**src/rtl/ap_ctrl_sequencer.sv**
```systemverilog
// Batch sequencer for an ap_ctrl_chain style block: issues N ap_start handshakes,
// collects N ap_done handshakes, and reports completion, watchdog aborts and protocol errors.
module ap_ctrl_sequencer #(
    parameter int CNT_W   = 16,
    parameter int TIMEOUT = 1024
) (
    input  logic             clock,
    input  logic             reset,
    input  logic             cfg_start,
    input  logic [CNT_W-1:0] cfg_num_trans,
    input  logic             out_stall,
    input  logic             ap_ready,
    input  logic             ap_done,
    input  logic             ap_idle,
    output logic             ap_start,
    output logic             ap_continue,
    output logic             busy,
    output logic             finished,
    output logic             done_level,
    output logic [CNT_W-1:0] start_cnt,
    output logic [CNT_W-1:0] done_cnt,
    output logic             err_timeout,
    output logic             err_proto
);

    localparam int              WD_W   = $clog2(TIMEOUT + 1);
    localparam logic [WD_W-1:0] TO_VAL = WD_W'(TIMEOUT);

    typedef enum logic [1:0] {IDLE, RUN, DRAIN, FIN} state_t;

    state_t           state, state_nxt;
    logic [CNT_W-1:0] n_q, n_nxt;
    logic [CNT_W-1:0] start_cnt_nxt, done_cnt_nxt;
    logic [WD_W-1:0]  wdog, wdog_nxt;
    logic             ap_start_nxt, finished_nxt, done_level_nxt;
    logic             err_timeout_nxt, err_proto_nxt;
    logic             start_acc, done_acc, done_ok;
    logic             unused_idle;

    assign unused_idle = ap_idle;

    assign ap_continue = ((state == RUN) || (state == DRAIN)) && !out_stall;
    assign busy        = (state != IDLE);
    assign start_acc   = ap_start && ap_ready;
    assign done_acc    = ap_done && ap_continue;
    // A done with no outstanding start is rejected and flagged, never counted.
    assign done_ok     = done_acc && (done_cnt < start_cnt);

    always_comb begin
        // NOTE: every signal gets a default first so no path leaves it unassigned (no latches).
        state_nxt       = state;
        n_nxt           = n_q;
        start_cnt_nxt   = start_cnt;
        done_cnt_nxt    = done_cnt;
        wdog_nxt        = wdog;
        finished_nxt    = 1'b0;
        done_level_nxt  = done_level;
        err_timeout_nxt = err_timeout;
        err_proto_nxt   = err_proto;

        case (state)
            IDLE: begin
                if (cfg_start) begin
                    n_nxt           = cfg_num_trans;
                    start_cnt_nxt   = '0;
                    done_cnt_nxt    = '0;
                    wdog_nxt        = '0;
                    err_timeout_nxt = 1'b0;
                    err_proto_nxt   = 1'b0;
                    if (cfg_num_trans == '0) begin
                        finished_nxt   = 1'b1;
                        done_level_nxt = 1'b1;
                    end else begin
                        done_level_nxt = 1'b0;
                        state_nxt      = RUN;
                    end
                end
            end
            RUN, DRAIN: begin
                start_cnt_nxt = start_cnt + CNT_W'(start_acc);
                done_cnt_nxt  = done_cnt + CNT_W'(done_ok);
                if (done_acc && !done_ok)
                    err_proto_nxt = 1'b1;
                if (start_acc || done_ok)
                    wdog_nxt = '0;
                else
                    wdog_nxt = wdog + WD_W'(1);

                // Completion wins over a watchdog expiry landing on the same cycle.
                if (done_cnt_nxt == n_q) begin
                    state_nxt      = FIN;
                    finished_nxt   = 1'b1;
                    done_level_nxt = 1'b1;
                end else if (wdog_nxt == TO_VAL) begin
                    state_nxt       = FIN;
                    finished_nxt    = 1'b1;
                    done_level_nxt  = 1'b1;
                    err_timeout_nxt = 1'b1;
                end else if (start_cnt_nxt == n_q) begin
                    state_nxt = DRAIN;
                end
            end
            FIN:     state_nxt = IDLE;
            default: state_nxt = IDLE;
        endcase

        // Registered ap_start looks ahead so back-to-back starts have no bubble.
        ap_start_nxt = (state_nxt == RUN) && (start_cnt_nxt < n_nxt);
    end

    always_ff @(posedge clock or negedge reset) begin
        if (!reset) begin
            state       <= IDLE;
            n_q         <= '0;
            start_cnt   <= '0;
            done_cnt    <= '0;
            wdog        <= '0;
            ap_start    <= 1'b0;
            finished    <= 1'b0;
            done_level  <= 1'b0;
            err_timeout <= 1'b0;
            err_proto   <= 1'b0;
        end else begin
            // NOTE: non-blocking here so every register samples pre-edge values.
            state       <= state_nxt;
            n_q         <= n_nxt;
            start_cnt   <= start_cnt_nxt;
            done_cnt    <= done_cnt_nxt;
            wdog        <= wdog_nxt;
            ap_start    <= ap_start_nxt;
            finished    <= finished_nxt;
            done_level  <= done_level_nxt;
            err_timeout <= err_timeout_nxt;
            err_proto   <= err_proto_nxt;
        end
    end

endmodule

```
**config.mk**
```make
export PLATFORM = sky130hd
export DESIGN_NAME = ap_ctrl_sequencer
export DESIGN_NICKNAME = d
export VERILOG_FILES = /design/src/rtl/ap_ctrl_sequencer.sv
export SDC_FILE = /design/constraint.sdc
export NUM_CORES = 1
export LEC_CHECK = 0
export CAP_MARGIN = 20
export CORE_MARGIN = 2
export CORE_UTILIZATION = 55
export DETAILED_ROUTE_END_ITERATION = 7
export PLACE_DENSITY = 0.89
export SYNTH_ARGS = -nofsm -noshare
export SYNTH_HDL_FRONTEND = slang
export SYNTH_SLANG_ARGS = --single-unit
```
**constraint.sdc**
```tcl
create_clock -name clock -period 4.7 [get_ports clock]
set_clock_uncertainty 0.2 [all_clocks]
set_input_delay 0.705 -clock clock [delete_from_list [all_inputs] [get_ports clock]]
set_output_delay 0.705 -clock clock [all_outputs]
set_load 0.02 [all_outputs]
```
==> run_results.csv, run 1 <==
group,metric,value,unit
cells_and_area,layout.nets,693,
sta,max_slew_margin,0.494,
placement,place.port_buffers,60,
cells_and_area,layout_commonest_cell,"dfrtp_1",
power,peakVddDrop,0.000290,V
worst_setup_path,critPathBufInv,1,
placement,dp_cells,730,
worst_setup_path,cp.required,4.73,ns
sta,rsz0062_at_grt,"no",
cells_and_area,drive_above_1_share,0.0895,
worst_setup_path,critPathTopFamily,"simple AND/OR/NAND/NOR gates",
sta,setup_viol_count_final,0,
cts,cts_sinks,66,
synth,syn_inst,562,
cells_and_area,final_cell_mix,"dfrtp_1 (66), clkdlybuf4s50_1 (59), nand2_1 (55)",
floorplan,pin_count,62,
worst_setup_path,rr_startpoint,"start_cnt[13]$_DFF_PN0_",
cells_and_area,area_delta_synth_final,20.0,%
sta,hold_violations,0,
worst_setup_path,r2r_setup_slack,0.27,ns
cts,clockRootBuffer,"clkbuf_8",
cts,tritoncts,"done",
route,totalWireLength,13.6,mm
synth,yosys_warnings,0,
synth,synth_ff_type,"dfrtp_1",
placement,placed_cell_area,5710,um^2
floorplan,fp.dieArea,9690,um^2
sta,max_freq,225,MHz
route,final_antenna_net_count,0,
synth,syn-num-nets,622,
floorplan,die_y,98.4,um
worst_setup_path,crit_top_cell,"ha_1",
synth,avgSynthCellArea,8.73,um^2
power,powerDensity,403,nW/um^2
synth,synth_async_sr_flop_share,1.00,
power,p_leak,2.65,nW
cts,clk_latency,0.36,ns
cts,cts_setup_buffers,0,
sta,worst_slack,0.265,ns
cells_and_area,antenna_cells,0,
global_routing,track_usage,0.286,
route,dr_total_vias,4683,
worst_setup_path,worst_r2r_endpoint,"ap_start$_DFF_PN0_",
worst_setup_path,cp-start-kind,"flop",
cts,cts_buffers,9,
global_routing,grt_max_degree,39,
cts,h-tree-depth,3,
worst_setup_path,r2r_cells,16,
outcome,status,"completed",
route,drtPass1Iterations,5,
sta,timing.final.crit_period,4.43,ns
worst_setup_path,slowest_delay,0.49,ns
global_routing,antenna_found_initial,0,
worst_setup_path,path_cells,"inv_1, ha_1, a21o_1, a21oi_1, nor2b_1, or4_1, a21oi_2, ha_1, nand3_1, nor3_1, xnor2_1, nor4_1, o2111ai_1, o21ai_1, nand3b_1, a311oi_1",
floorplan,core,8680,um^2
synth,syn-cell-area,4900,um^2
route,drt_iter0_markers,316,
sta,drv_slew,0,
route,wl_per_cell,18.2,um
cts,cts_buffer_depth,2,
cts,cts_resized,0,
synth,ys_ff_latch,66,
cts,clkTransAtPathRegs,0.08,ns
floorplan,die_x,98.4,um
sta,setup_tns,0,ns
run,maxCapViolations,0,
worst_hold_path,hp-class,"in -> async",
worst_setup_path,crit_arrival,4.46,ns
synth,ys_seq_area_frac,0.337,
placement,gp_congestion,0.957,
synth,ys_types,62,
synth,synth_edf_count,0,
route,drc,0,
worst_setup_path,path_max_fanout,7,
route,viasPerCell,6.29,
global_routing,overflow,0,
worst_setup_path,setup.worst_path.end_class,"flop",
cells_and_area,finalInstanceArea,5880,um^2
placement,dp_slack,0.0637,ns
floorplan,start_util,0.565,
sta,worst_slew_pin_slew,0.757,ns
cells_and_area,final_cells,745,
worst_setup_path,slowest_stage,"dfrtp_1",
sta,timing.final.crit_share,0.944,
placement,dpl.hpwl,10.2,mm
cts,cts_hold_buffers,0,
global_routing,first_global_vias,4495,
worst_setup_path,worstSetupPathType,"reg -> reg",
global_routing,grt_first_pass_wirelength,22.2,mm
floorplan,rows,34,
-- sequential cells by signal, summed over array words and instances (netlist names) --
register / count
done_level: 1
wdog: 11
done_cnt: 16
err_proto: 1
n_q: 16
state: 2
finished: 1
err_timeout: 1
ap_start: 1
start_cnt: 16
-- cell type report --
type / count / area, um^2
clock buffers: 13 / 159
clock inverters: 2 / 12.5
fillers: 665 / 2790
inverters: 39 / 146
multi-input cells: 435 / 3020
flip-flops and latches: 66 / 1650
well taps: 108 / 135
repair buffers: 82 / 761
-- through the flow --
stage	hold slack, ns	total power, W	util
after floorplan	0.209	0.00155	-
after global routing	0.231	0.00251	0.678
after global placement	0.311	0.00184	0.658
after CTS	0.193	0.00234	0.678
final	0.178	0.00237	0.678
after detailed placement	0.317	0.00191	0.658
-- Yosys cell counts (all sizes together) (2+ instances only) --
| library cell | number | share of area |
|---|---|---|
| o21ai | 50 | 0.052 |
| dfrtp | 66 | 0.34 |
| and4 | 2 | 0.0036 |
| and3 | 5 | 0.0064 |
| xor2 | 22 | 0.039 |
| nor2 | 30 | 0.023 |
| nand2b | 8 | 0.010 |
| a21oi | 20 | 0.021 |
| or4 | 4 | 0.0061 |
| xnor2 | 32 | 0.057 |
| o2111ai | 3 | 0.0054 |
| nand2 | 56 | 0.043 |
| o22ai | 3 | 0.0038 |
| clkbuf | 19 | 0.015 |
| o211ai | 4 | 0.0071 |
| nor2b | 4 | 0.0051 |
| buf | 3 | 0.0031 |
| mux2i | 19 | 0.039 |
| a211o | 3 | 0.0054 |
| nand4 | 15 | 0.020 |
| nand3b | 3 | 0.0046 |
| a22o | 7 | 0.013 |
| a31oi | 5 | 0.0064 |
| and2 | 3 | 0.0038 |
| nand3 | 27 | 0.029 |
| or3 | 6 | 0.0079 |
| nor4 | 15 | 0.026 |
| or2 | 4 | 0.0051 |
| o31ai | 7 | 0.011 |
| ha | 37 | 0.094 |
| nor3 | 11 | 0.016 |
| a21o | 8 | 0.012 |
| inv | 39 | 0.030 |
| a211oi | 7 | 0.011 |
-- worst reg2reg max path, cell delays in order (launching register included) --
cell and delay (ns):
dfrtp_1 0.49, inv_1 0.10, ha_1 0.32, a21o_1 0.16, a21oi_1 0.14, nor2b_1 0.09, or4_1 0.48, a21oi_2 0.16
ha_1 0.22, nand3_1 0.26, nor3_1 0.42, xnor2_1 0.12, nor4_1 0.33, o2111ai_1 0.27, o21ai_1 0.27, nand3b_1 0.18
a311oi_1 0.10
-- cells by family (layout without fill, tap and decap cells) --
logic type,Yosys count,count (layout),synth area share
multiplexers,20,20,0.0411
adder cells (fa/ha/maj),37,37,0.0944
flip-flops,66,66,0.337
buffers and inverters,61,136,0.0475
AND/OR/NAND/NOR,197,197,0.217
AO/OA/AOI/OAI,127,127,0.167
XOR/XNOR,54,54,0.0965
-- worst max path at each step --
stage                       startpoint                 end  slack (ns)  cells past startpoint
2_1_floorplan   start_cnt[9]$_DFF_PN0_  ap_start$_DFF_PN0_        0.49                     19
3_3_place_gp                  ap_ready  ap_start$_DFF_PN0_        0.14                     17
3_5_place_dp                  ap_ready  ap_start$_DFF_PN0_        0.06                     17
4_1_cts        start_cnt[13]$_DFF_PN0_  ap_start$_DFF_PN0_        0.35                     16
5_1_grt        start_cnt[13]$_DFF_PN0_  ap_start$_DFF_PN0_        0.07                     16
6_report       start_cnt[13]$_DFF_PN0_  ap_start$_DFF_PN0_        0.27                     16
-- where the power goes --
part / leakage [nW] / switching [W] / total [W] / internal [W]
clock network: 0.0855 / 0.000215 / 0.000431 / 0.000217
registers: 0.876 / 0.000180 / 0.000852 / 0.000672
logic: 1.68 / 0.000626 / 0.00109 / 0.000461
total: 2.65 / 0.00102 / 0.00237 / 0.00135
-- metal layers --
metal	GRT usage	wire length, um	up-vias
li1	-	-	2164
met5	0	0	-
met3	0.0418	916	39
met4	0.141	427	0
met2	0.456	6490	229
met1	0.384	5720	2251
(Power assumes the default switching activity.)
==> run 2: changes to the inputs <==
--- a/config.mk
+++ b/config.mk
@@ -5,11 +5,12 @@
 export SDC_FILE = /design/constraint.sdc
 export NUM_CORES = 1
 export LEC_CHECK = 0
-export CAP_MARGIN = 20
 export CORE_MARGIN = 2
 export CORE_UTILIZATION = 55
+export CTS_CLUSTER_DIAMETER = 60
 export DETAILED_ROUTE_END_ITERATION = 7
 export PLACE_DENSITY = 0.89
+export SLEW_MARGIN = 25
 export SYNTH_ARGS = -nofsm -noshare
 export SYNTH_HDL_FRONTEND = slang
 export SYNTH_SLANG_ARGS = --single-unit
==> results of run 2 <==
No change in the layout: final DEF, timing and power equal those of run 1.
==> run 3: changes to the inputs <==
--- a/config.mk
+++ b/config.mk
@@ -5,11 +5,14 @@
 export SDC_FILE = /design/constraint.sdc
 export NUM_CORES = 1
 export LEC_CHECK = 0
+export CAP_MARGIN = 20
 export CORE_MARGIN = 2
 export CORE_UTILIZATION = 55
 export CTS_CLUSTER_DIAMETER = 60
 export DETAILED_ROUTE_END_ITERATION = 7
+export MAX_ROUTING_LAYER = met4
 export PLACE_DENSITY = 0.89
+export RECOVER_POWER = 100
 export SLEW_MARGIN = 25
 export SYNTH_ARGS = -nofsm -noshare
 export SYNTH_HDL_FRONTEND = slang
==> run 3 against run 2 <==
  * The run now ends with capacitance limit, slew limit left
  * Sequential power fell by 0.7%
  * Final cell count is 0.27% higher
  * Critical path depth grew 2
  * Clock power increased by 22%
  * Sequential share of layout area increased by 0.084 points
  * Via count decreased by 0.32%
==> run_results.csv, run 3 (synthesis gave the netlist of run 1 again) <==
group,metric,value,unit
floorplan,die_y,98.4,um
cells_and_area,drive_above_1_share,0.0689,
cts,cts_setup_buffers,0,
placement,gp_congestion,0.992,
global_routing,first_global_vias,4633,
outcome,violations,"capacitance limit, slew limit",
run,maxCapViolations,2,
worst_setup_path,setup.worst_path.end,"ap_start$_DFF_PN0_",
cells_and_area,final_cell_mix,"dfrtp_1 (66), nand2_1 (55), o21ai_0 (49)",
placement,dpl.hpwl,10.2,mm
worst_setup_path,crit_top_cell,"nand4_1",
cells_and_area,antenna_cells,0,
cells_and_area,area_delta_synth_final,19.6,%
worst_setup_path,r2r_cells,16,
cts,cts_hold_buffers,0,
floorplan,rows,34,
route,drtPass1Iterations,5,
global_routing,overflow,0,
worst_setup_path,slowest_stage,"o311ai_0",
placement,place.port_buffers,60,
global_routing,antenna_found_initial,0,
global_routing,track_usage,0.292,
worst_setup_path,setup.worst_path.end_class,"flop",
cells_and_area,reg_top3,"done_cnt: 16 flops, n_q: 16 flops, start_cnt: 16 flops",
power,finalPower,0.00243,W
global_routing,grt_max_degree,37,
floorplan,core,8680,um^2
sta,rsz0062_at_grt,"no",
worst_setup_path,crit_arrival,4.43,ns
worst_setup_path,critPathBufInv,4,
global_routing,grt_first_pass_wirelength,22.1,mm
cts,h-tree-depth,3,
sta,max_slew_margin,-0.279,
worst_setup_path,path_depth,18,
worst_setup_path,worst_r2r_endpoint,"state[1]$_DFF_PN0_",
worst_setup_path,path_cells,"clkdlybuf4s50_1, nand2_1, inv_1, ha_1, buf_4, nand4_1, or2_0, nor4_1, o21ai_0, nand2_1, o31ai_1, ha_1, nand4_1, nor4_1, buf_4, nand4_1, o311ai_0, a311oi_1",
route,totalWireLength,13.5,mm
worst_setup_path,cp.required,4.71,ns
floorplan,start_util,0.565,
worst_setup_path,slowest_delay,0.49,ns
worst_setup_path,cp-start-kind,"primary input",
route,drt_iter0_markers,267,
cts,clk_latency,0.35,ns
power,peakVddDrop,0.000258,V
worst_setup_path,path_max_fanout,3,
cells_and_area,layout_commonest_cell,"dfrtp_1",
floorplan,fp.dieArea,9690,um^2
route,drc,0,
worst_setup_path,r2r_setup_slack,0.33,ns
cells_and_area,fin_util,0.676,
sta,setup_viol_count_final,0,
floorplan,die_x,98.4,um
worst_setup_path,worstSetupPathType,"in -> reg",
cells_and_area,multiInputGateArea,2990,um^2
outcome,status,"finished, violations left",
worst_setup_path,critPathTopFamily,"simple AND/OR/NAND/NOR gates",
cts,clockRootBuffer,"clkbuf_8",
placement,dp_cells,731,
sta,timing.final.crit_period,4.42,ns
power,powerDensity,414,nW/um^2
cts,clkTransAtPathRegs,0.08,ns
sta,timing.final.crit_share,0.941,
worst_setup_path,rr_startpoint,"start_cnt[13]$_DFF_PN0_",
cells_and_area,final_cells,747,
route,wl_per_cell,18.1,um
sta,max_freq,226,MHz
cts,cts_sinks,66,
sta,setup_tns,0,ns
cells_and_area,layout.nets,694,
sta,drv_slew,69,
sta,hold_violations,0,
cts,tritoncts,"done",
cts,cts_buffers,9,
cells_and_area,nFillCells,680,
route,final_antenna_net_count,0,
sta,worst_slew_pin_slew,1.92,ns
worst_hold_path,hp-class,"reg -> reg",
route,dr_total_vias,4668,
cts,cts_resized,0,
cts,cts_buffer_depth,2,
power,p_leak,2.74,nW
route,viasPerCell,6.25,
floorplan,pin_count,62,
worst_setup_path,startpoint,"ap_ready",
cells_and_area,regArea,1650,um^2
==> run 3: area by class of cell <==
class | instances | area share
Tap cell | 108 | 0.0230
Timing Repair Buffer | 83 | 0.126
Multi-Input combinational cell | 435 | 0.509
Clock inverter | 5 | 0.0134
Clock buffer | 11 | 0.0224
Sequential cell | 66 | 0.282
Inverter | 39 | 0.0250
==> run 3: through the flow <==
step           setup WS, ns  hold WS (ns)  area (um^2)
6_report              0.279         0.332         5870
3_3_place_gp          0.132         0.312         5720
5_1_grt              0.0284         0.382         5870
2_1_floorplan         0.490         0.209         4900
4_1_cts               0.374         0.199         5930
3_5_place_dp         0.0220         0.318         5720
==> run 3: worst min-delay path by stage <==
| stage | startpoint | to | slack, ns | cells past startpoint |
|---|---|---|---|---|
| after floorplan | reset | ap_start$_DFF_PN0_ | 0.21 | 0 |
| after global placement | err_timeout$_DFFE_PN0P_ | err_timeout$_DFFE_PN0P_ | 0.31 | 2 |
| after detailed placement | err_timeout$_DFFE_PN0P_ | err_timeout$_DFFE_PN0P_ | 0.32 | 2 |
| after CTS | reset | n_q[15]$_DFF_PN0_ | 0.20 | 1 |
| after global routing | err_timeout$_DFFE_PN0P_ | err_timeout$_DFFE_PN0P_ | 0.38 | 2 |
| final | err_timeout$_DFFE_PN0P_ | err_timeout$_DFFE_PN0P_ | 0.33 | 2 |
==> run 3: tightest hold or removal path: stages (launching register included) <==
cell     delay (ns)
dfrtp_1        0.39
inv_1          0.06
a21oi_1        0.05
==> run 3: power breakdown <==
part / switching (W) / total, W / internal [W]
Sequential: 0.000174 / 0.000846 / 0.000671
Combinational: 0.000621 / 0.00106 / 0.000434
Clock: 0.000229 / 0.000527 / 0.000298
==> run 3: metal layers <==
| layer | vias to the layer above | routed length (um) | part of all wire | GRT usage |
|---|---|---|---|---|
| li1 | 2169 | - | - | - |
| met1 | 2199 | 5600 | 0.42 | 0.366 |
| met2 | 246 | 6520 | 0.48 | 0.481 |
| met3 | 54 | 903 | 0.067 | 0.0411 |
| met4 | 0 | 469 | 0.035 | 0.112 |
| met5 | - | 0 | 0 | - |
